==> src/rtl/dmem_arbiter.sv <==
// ============================================================================
//  dmem_arbiter
//  Shares one data-RAM port between a CPU port (fixed priority) and a DMA
//  port protected by a starvation counter; routes read data back one cycle later.
//  Revision: 1.0
// ============================================================================
`default_nettype none

module dmem_arbiter #(
   parameter int ADDR_W   = 12,
   parameter int DATA_W   = 32,
   parameter int MAX_WAIT = 4
) (
   input  logic              clock,
   input  logic              reset,
   // CPU port
   input  logic              cpu_req,
   input  logic              cpu_we,
   input  logic [ADDR_W-1:0] cpu_addr,
   input  logic [DATA_W-1:0] cpu_wdata,
   input  logic [2:0]        cpu_access_type,
   output logic              cpu_gnt,
   output logic              cpu_rvalid,
   output logic [DATA_W-1:0] cpu_rdata,
   // DMA port
   input  logic              dma_req,
   input  logic              dma_we,
   input  logic [ADDR_W-1:0] dma_addr,
   input  logic [DATA_W-1:0] dma_wdata,
   input  logic [2:0]        dma_access_type,
   output logic              dma_gnt,
   output logic              dma_rvalid,
   output logic [DATA_W-1:0] dma_rdata,
   // RAM port
   output logic              ram_wEn,
   output logic [ADDR_W-1:0] ram_addr,
   output logic [DATA_W-1:0] ram_dataIn,
   output logic [2:0]        ram_access_type,
   input  logic [DATA_W-1:0] ram_dataOut
);

   localparam int               CNT_W = $clog2(MAX_WAIT + 1);
   localparam logic [CNT_W-1:0] C_MAX = CNT_W'(MAX_WAIT);

   logic [CNT_W-1:0] wait_cnt_q, wait_cnt_d;
   logic             rd_pend_q,  rd_pend_d;
   logic             rd_sel_q,   rd_sel_d;

   // Grant: a starved DMA request overrides CPU priority.
   always_comb begin
      cpu_gnt = 1'b0;
      dma_gnt = 1'b0;
      if (!reset) begin
         if (dma_req && (wait_cnt_q == C_MAX)) begin
            dma_gnt = 1'b1;
         end else if (cpu_req) begin
            cpu_gnt = 1'b1;
         end else if (dma_req) begin
            dma_gnt = 1'b1;
         end
      end
   end

   always_comb begin
      ram_addr        = cpu_addr;
      ram_dataIn      = cpu_wdata;
      ram_access_type = cpu_access_type;
      ram_wEn         = cpu_gnt & cpu_we;
      if (dma_gnt) begin
         ram_addr        = dma_addr;
         ram_dataIn      = dma_wdata;
         ram_access_type = dma_access_type;
         ram_wEn         = dma_we;
      end
   end

   always_comb begin
      wait_cnt_d = wait_cnt_q;
      if (dma_gnt || !dma_req) begin
         wait_cnt_d = '0;
      end else if (wait_cnt_q != C_MAX) begin
         wait_cnt_d = wait_cnt_q + CNT_W'(1);
      end
   end

   // rd_sel only matters while rd_pend is set, so it holds otherwise.
   always_comb begin
      rd_pend_d = (cpu_gnt & ~cpu_we) | (dma_gnt & ~dma_we);
      rd_sel_d  = rd_pend_d ? dma_gnt : rd_sel_q;
   end

   always_ff @(posedge clock) begin
      if (reset) begin
         wait_cnt_q <= '0;
         rd_pend_q  <= 1'b0;
         rd_sel_q   <= 1'b0;
      end else begin
         wait_cnt_q <= wait_cnt_d;
         rd_pend_q  <= rd_pend_d;
         rd_sel_q   <= rd_sel_d;
      end
   end

   assign cpu_rvalid = rd_pend_q & ~rd_sel_q;
   assign dma_rvalid = rd_pend_q &  rd_sel_q;
   assign cpu_rdata  = ram_dataOut;
   assign dma_rdata  = ram_dataOut;

endmodule

`default_nettype wire

==> config.mk <==
export PLATFORM = sky130hd
export DESIGN_NAME = dmem_arbiter
export DESIGN_NICKNAME = d
export VERILOG_FILES = /design/src/rtl/dmem_arbiter.sv
export SDC_FILE = /design/constraint.sdc
export NUM_CORES = 1
export LEC_CHECK = 0
export BUFFER_PORTS_ARGS = -buffer_cell sky130_fd_sc_hd__buf_2
export CAP_MARGIN = 20
export CORE_AREA = 4 4 94 96
export DETAILED_ROUTE_END_ITERATION = 8
export DIE_AREA = 0 0 98 100
export HOLD_SLACK_MARGIN = 0.08
export PLACE_DENSITY = 0.65
export SLEW_MARGIN = 20
export SYNTH_ARGS = -nofsm -noshare
export SYNTH_HDL_FRONTEND = slang
export SYNTH_SLANG_ARGS = --single-unit
==> constraint.sdc <==
create_clock -name clock -period 1.65 [get_ports clock]
set_input_delay 0.0825 -clock clock [delete_from_list [all_inputs] [get_ports clock]]
set_output_delay 0.0825 -clock clock [all_outputs]
set_load 0.005 [all_outputs]
==> run_results.csv, run 1 <==
group,metric,value,unit
cells_and_area,drive_gt1_share,88.7,%
worst_setup_path,r2r_cells,6,
synth,postSynthNetCount,283,
job,max_cap_violations,0,
floorplan,chipHeight,100,um
power,ir_drop,134,uV
place,dp_hpwl,4110,um
timing,slew_headroom,83.7,%
route,first_pass_iters,4,
worst_setup_path,reg2reg_from,"wait_cnt_q[1]",
grt,grt_max_degree,12,
worst_setup_path,crit_start,"wait_cnt_q[1]",
timing,fin_ws,-182,ps
worst_setup_path,cp_data_required_time,1570,ps
route,routedWlPerCell,15.0,um
power,p_per_area,380,nW/um2
clock_network,clk_pin_slew,30,ps
floorplan,row_count,33,
worst_setup_path,r2r_slack,300,ps
synth,async_flop_share,0,%
synth,yosysWarningCount,0,
synth,syn_area,1580,um2
timing,period_share,111,%
worst_setup_path,rr_endpoint,"rd_pend_q",
timing,finalHoldViolations,0,
synth,synth_edf_count,0,
power,power,920,uW
worst_setup_path,crit_fanout,11,
worst_setup_path,cp_top_family,"buffers and inverters",
synth,synth.avg_cell_area,10.6,um2
worst_setup_path,crit_chain,"inv_2 -> ha_4 -> a21bo_1 -> and2_4 -> buf_16 -> mux2_4 -> buf_6",
cells_and_area,final_util,30.1,%
clock_network,cts_inserted_buffers,3,
synth,ys_types,24,
floorplan,core,8050,um2
worst_setup_path,cp.arrival,1750,ps
worst_setup_path,crit_type,"reg2out",
timing,fin_crit,1830,ps
route,vias_per_cell,3.86,
worst_setup_path,path_depth,7,
synth,yosys_most_used_dff,"dfxtp_1",
route,drc,0,
min_path,hold_start,"cpu_req",
synth,ys_ff_latch,5,
clock_network,clock-root-buffer,"clkbuf_8",
clock_network,cts_buffer_depth,2,
clock_network,clock-sinks,5,
timing,rsz0062_at_grt,"yes",
run_status,status,"finished with violations",
cells_and_area,syn_to_final_growth,53.5,%
route,drt_iter0_drc,38,
route,ant_nets,0,
place,gp_congestion,0.822,
run_status,violations,"setup timing",
timing,setup_violations,48,
worst_setup_path,path_buf_inv,3,
timing,worstMarginPinSlew,245,ps
timing,slew_violations,0,
cells_and_area,nets,383,
floorplan,pin_count,248,
worst_setup_path,crit_path_max_incr_delay,310,ps
worst_setup_path,cp-start-kind,"flop",
worst_setup_path,crit_slowest_cell,"dfxtp_2",
route,drt-total-wl,5280,um
cells_and_area,instances_no_fill,353,
route,vias,1361,
synth,syn_inst,149,
worst_setup_path,endpoint,"ram_dataIn[2]",
grt,antenna_found_initial,0,
grt,grt_usage,9.64,%
synth,synth-seq-area-share,6.35,%
floorplan,die_w,98,um
cells_and_area,antenna_cells,0,
clock_network,clk_latency,220,ps
timing,clock_skew,0.548,ps
place,dpl_worst_slack,13.2,ps
min_path,hold_path.class,"in2reg",
grt,grt_first_pass_wirelength,7560,um
timing,hold_ws,160,ps
floorplan,start_util,19.6,%
place,io_buffers,151,
clock_network,cts_max_level,1,
place,dp.cells,342,
grt,grt_pass1_vias,1433,
worst_setup_path,critPathCaptureType,"output pin",
timing,fmaxAchievable,0.546,GHz
floorplan,dieArea,9800,um2
power,p_leak,0.00128,uW
grt,grt-ovfl-total,0,
clock_network,cts_tree,"built",
## cell usage in the layout (no fill, tap or decap), drive strengths merged, types with 2 or more instances in the layout
master and n:
and2 2, buf 164, clkbuf 4, dfxtp 5, ha 2, inv 3, mux2 47, nand2 2
nor2 3, nor2b 3
## how the worst min path moves through the flow
stage / end / cells past startpoint / slack [ps]
2_1_floorplan: rd_sel_q / 1 / 160
3_3_place_gp: cpu_rdata[20] / 0 / 170
3_5_place_dp: cpu_rdata[20] / 0 / 170
4_1_cts: wait_cnt_q[2] / 3 / 150
5_1_grt: cpu_rdata[26] / 0 / 170
6_report: wait_cnt_q[0] / 3 / 160
## cell usage after synthesis (2+ instances only)
cell,number,area share (%)
mux2_4,47,45
nand2_1,2,0.48
ha_1,2,1.6
inv_1,3,0.71
dfxtp_1,5,6.3
buf_4,64,30
nor2_1,3,0.71
buf_12,5,6.3
nor2b_1,3,1.2
## routing by layer
metal,up-vias,wire length (um),track usage [%]
li1,638,-,-
met1,608,1680,9.14
met2,111,2820,18.4
met3,4,748,5.42
met4,0,30,1.49
met5,-,0,0
## flip-flops by register name, summed over array words and instances (netlist names)
register	cells
wait_cnt_q	3
rd_pend_q	1
rd_sel_q	1
## final cells by class
class                           instances  area [um2]
Clock buffer                            4        45.0
Fill cell                             840        5630
Inverter                                3        11.3
Multi-Input combinational cell         71         886
Sequential cell                         5         103
Tap cell                              105         131
Timing Repair Buffer                  165        1240
## logic make-up (layout without fill, tap and decap cells)
logic type / after synthesis / after routing / synth area share [%]
AO/OA/AOI/OAI: 5 / 5 / 2.54
adder cells (fa/ha/maj): 2 / 2 / 1.59
buffers and inverters: 73 / 172 / 38.3
flip-flops: 5 / 5 / 6.35
multiplexers: 48 / 48 / 45.4
AND/OR/NAND/NOR: 16 / 16 / 5.87
## timing repair
action / CTS / global route
setup buffers: 2 / 1
hold buffers: 1 / 0
pin swaps: 3 / 0
cloned: 3 / 0
setup endpoints to repair: 48 / 48
endpoints found under the hold margin: 1 / 0
gates resized for setup: 55 / 2
## tightest hold or removal path, delay by kind of cell
kind	cells	cell delay, ps
buffers and inverters	1	120
and+or+nand+nor	2	130
## per-stage QoR
step                      instance area (um2)  setup TNS, ps
after CTS                                2400          -8240
after global placement                   1950              0
after global routing                     2420         -10380
after detailed placement                 1950              0
after floorplan                          1580              0
final                                    2420          -7800
## where the power goes
part	switching, uW	total [uW]	internal (uW)
sequential	1.85	128	126
combinational	178	568	390
clock	58.8	225	166
total	239	920	681
Note: power is estimated with default switching activity, not from simulation.
==> inputs of run 2 (changes only) <==
==> constraint.sdc (replaced) <==
create_clock -name clock -period 1.65 [get_ports clock]
set_input_delay 0.0825 -clock clock [delete_from_list [all_inputs] [get_ports clock]]
set_output_delay 0.0825 -clock clock [all_outputs]
set_load 0.1 [all_outputs]
==> run 2 against run 1 <==
  * Largest power group unchanged
  * The run still ends with setup timing left
  * Flip-flop and latch count stayed put
  * Cell area grew 19%
  * First-iteration DRC count decreased by 76%
  * Setup slack got worse by 33 ps
  * Die area unchanged
  * Largest cell class unchanged
==> run_results.csv, run 2 (synthesized netlist as in run 1, its figures left out) <==
group,metric,value,unit
run_status,status,"finished with violations",
run_status,violations,"setup timing",
grt,grt_pass1_vias,1447,
place,io_buffers,151,
grt,grt_first_pass_wirelength,7720,um
timing,fmaxAchievable,0.536,GHz
floorplan,dieArea,9800,um2
power,ir_drop,299,uV
cells_and_area,top_register,"wait_cnt_q",
floorplan,core,8050,um2
cells_and_area,num-fill-cells,797,
power,p_per_area,619,nW/um2
timing,slew_violations,0,
worst_setup_path,crit_path_frequent_cell,"buf_12",
timing,rsz0062_at_grt,"yes",
worst_setup_path,crit_fanout,16,
timing,setup_tns,-8910,ps
place,dpl_worst_slack,-1.04,ps
worst_setup_path,crit_slowest_cell,"mux2_4",
worst_setup_path,crit_path_max_incr_delay,340,ps
clock_network,clk_latency,220,ps
floorplan,chipHeight,100,um
worst_setup_path,reg2reg_from,"wait_cnt_q[1]",
timing,slew_headroom,66.1,%
clock_network,cts_buffer_depth,2,
min_path,hold_start,"ram_dataOut[15]",
floorplan,die_w,98,um
grt,grt_usage,9.91,%
clock_network,cts_max_level,1,
route,vias,1388,
route,wl_met2,2840,um
cells_and_area,antenna_cells,0,
route,routedWlPerCell,15.5,um
clock_network,cts_inserted_buffers,3,
floorplan,row_count,33,
route,drt_iter0_drc,9,
route,highest_layer,"met4",
floorplan,pin_count,248,
route,vias_per_cell,3.94,
timing,worstMarginPinSlew,512,ps
grt,grt-ovfl-total,0,
route,drc,0,
timing,clock_skew,1.00,ps
min_path,hold_path.class,"in2out",
timing,period_share,113,%
route,drt-total-wl,5450,um
timing,setup_violations,48,
clock_network,clk_pin_slew,30,ps
route,first_pass_iters,3,
worst_setup_path,cp_data_required_time,1570,ps
worst_setup_path,crit_start,"wait_cnt_q[1]",
worst_setup_path,critPathCaptureType,"output pin",
cells_and_area,top_regs,"wait_cnt_q x3, rd_pend_q x1, rd_sel_q x1",
route,wl_met1,1910,um
place,dp_hpwl,4810,um
clock_network,cts_tree,"built",
worst_setup_path,cp.arrival,1780,ps
power,p_leak,0.00144,uW
cells_and_area,drive_gt1_share,90.3,%
clock_network,clock-root-buffer,"clkbuf_8",
worst_setup_path,crit_chain,"inv_2 -> ha_4 -> a21bo_1 -> and2_4 -> buf_12 -> mux2_4 -> buf_12",
cells_and_area,nets,382,
worst_setup_path,crit_type,"reg2out",
worst_setup_path,cp-start-kind,"flop",
job,max_cap_violations,0,
cells_and_area,syn_to_final_growth,82.1,%
grt,antenna_found_initial,0,
route,ant_nets,0,
grt,grt_max_degree,17,
timing,fin_ws,-214,ps
floorplan,start_util,19.6,%
timing,finalHoldViolations,0,
cells_and_area,largest_reg_flops,3,
cells_and_area,layout_common_cells,"buf_2 (101), buf_12 (52), mux2_4 (47)",
place,gp_congestion,0.913,
clock_network,clock-sinks,5,
cells_and_area,layout_commonest_cell,"buf_2",
route,wl_met3,686,um
timing,fin_crit,1860,ps
[run 2: cell type report]
cell class	count	area [um2]	share of cell area, %
repair buffers	164	1670	58.2
multi-input cells	71	910	31.7
well taps	105	131	4.58
flip-flops and latches	5	103	3.57
clock buffers	4	45.0	1.57
inverters	3	11.3	0.392
[run 2: final timing paths]
kind	to	slack [ps]	cells past startpoint
worst max-delay path	ram_addr[6]	-210	7
worst min-delay path	cpu_rdata[15]	170	0
worst max register to register	rd_pend_q	370	6
worst min register to register	wait_cnt_q[0]	510	2
[run 2: worst max-delay path: cells and delay by family, from the launching register on]
kind                     cells  cell delay (ps)
AND/OR/NAND/NOR              1              230
flip-flops                   1              310
buffers and inverters        3              430
multiplexers                 1              340
AO/OA/AOI/OAI                1              110
adder cells (fa/ha/maj)      1              120
[run 2: timing repair]
item	4_1_cts	5_1_grt
hold buffers	1	0
hold endpoints to repair	1	0
cloned	1	0
setup buffers	3	3
pin swaps	0	3
endpoints found under the setup margin	48	49
resized for setup	3	4
[run 2: where the power goes]
group	leakage [uW]	total (uW)	switching, uW	internal, uW
Sequential	0.0000416	128	2.17	126
Combinational	0.00138	1420	850	574
Clock	0.0000228	225	59.6	166
Total	0.00144	1780	912	865
[run 2: through the flow]
step | power, uW | cell area, um2 | hold slack (ps) | util (%) | cells
floorplan | 1740 | 1620 | 155 | - | 149
CTS | 1790 | 2840 | 151 | 35.3 | 350
detailed placement | 1540 | 2730 | 166 | 33.9 | 341
global placement | 1520 | 2730 | 166 | 33.9 | 341
global route | 1830 | 2870 | 165 | 35.6 | 352
finish | 1780 | 2870 | 165 | 35.6 | 352
[run 2: per-layer routing]
layer  vias up  track usage [%]
met2       117             17.6
li1        634                -
met5         -                0
met1       633             10.6
met3         4             5.42
met4         0             1.28
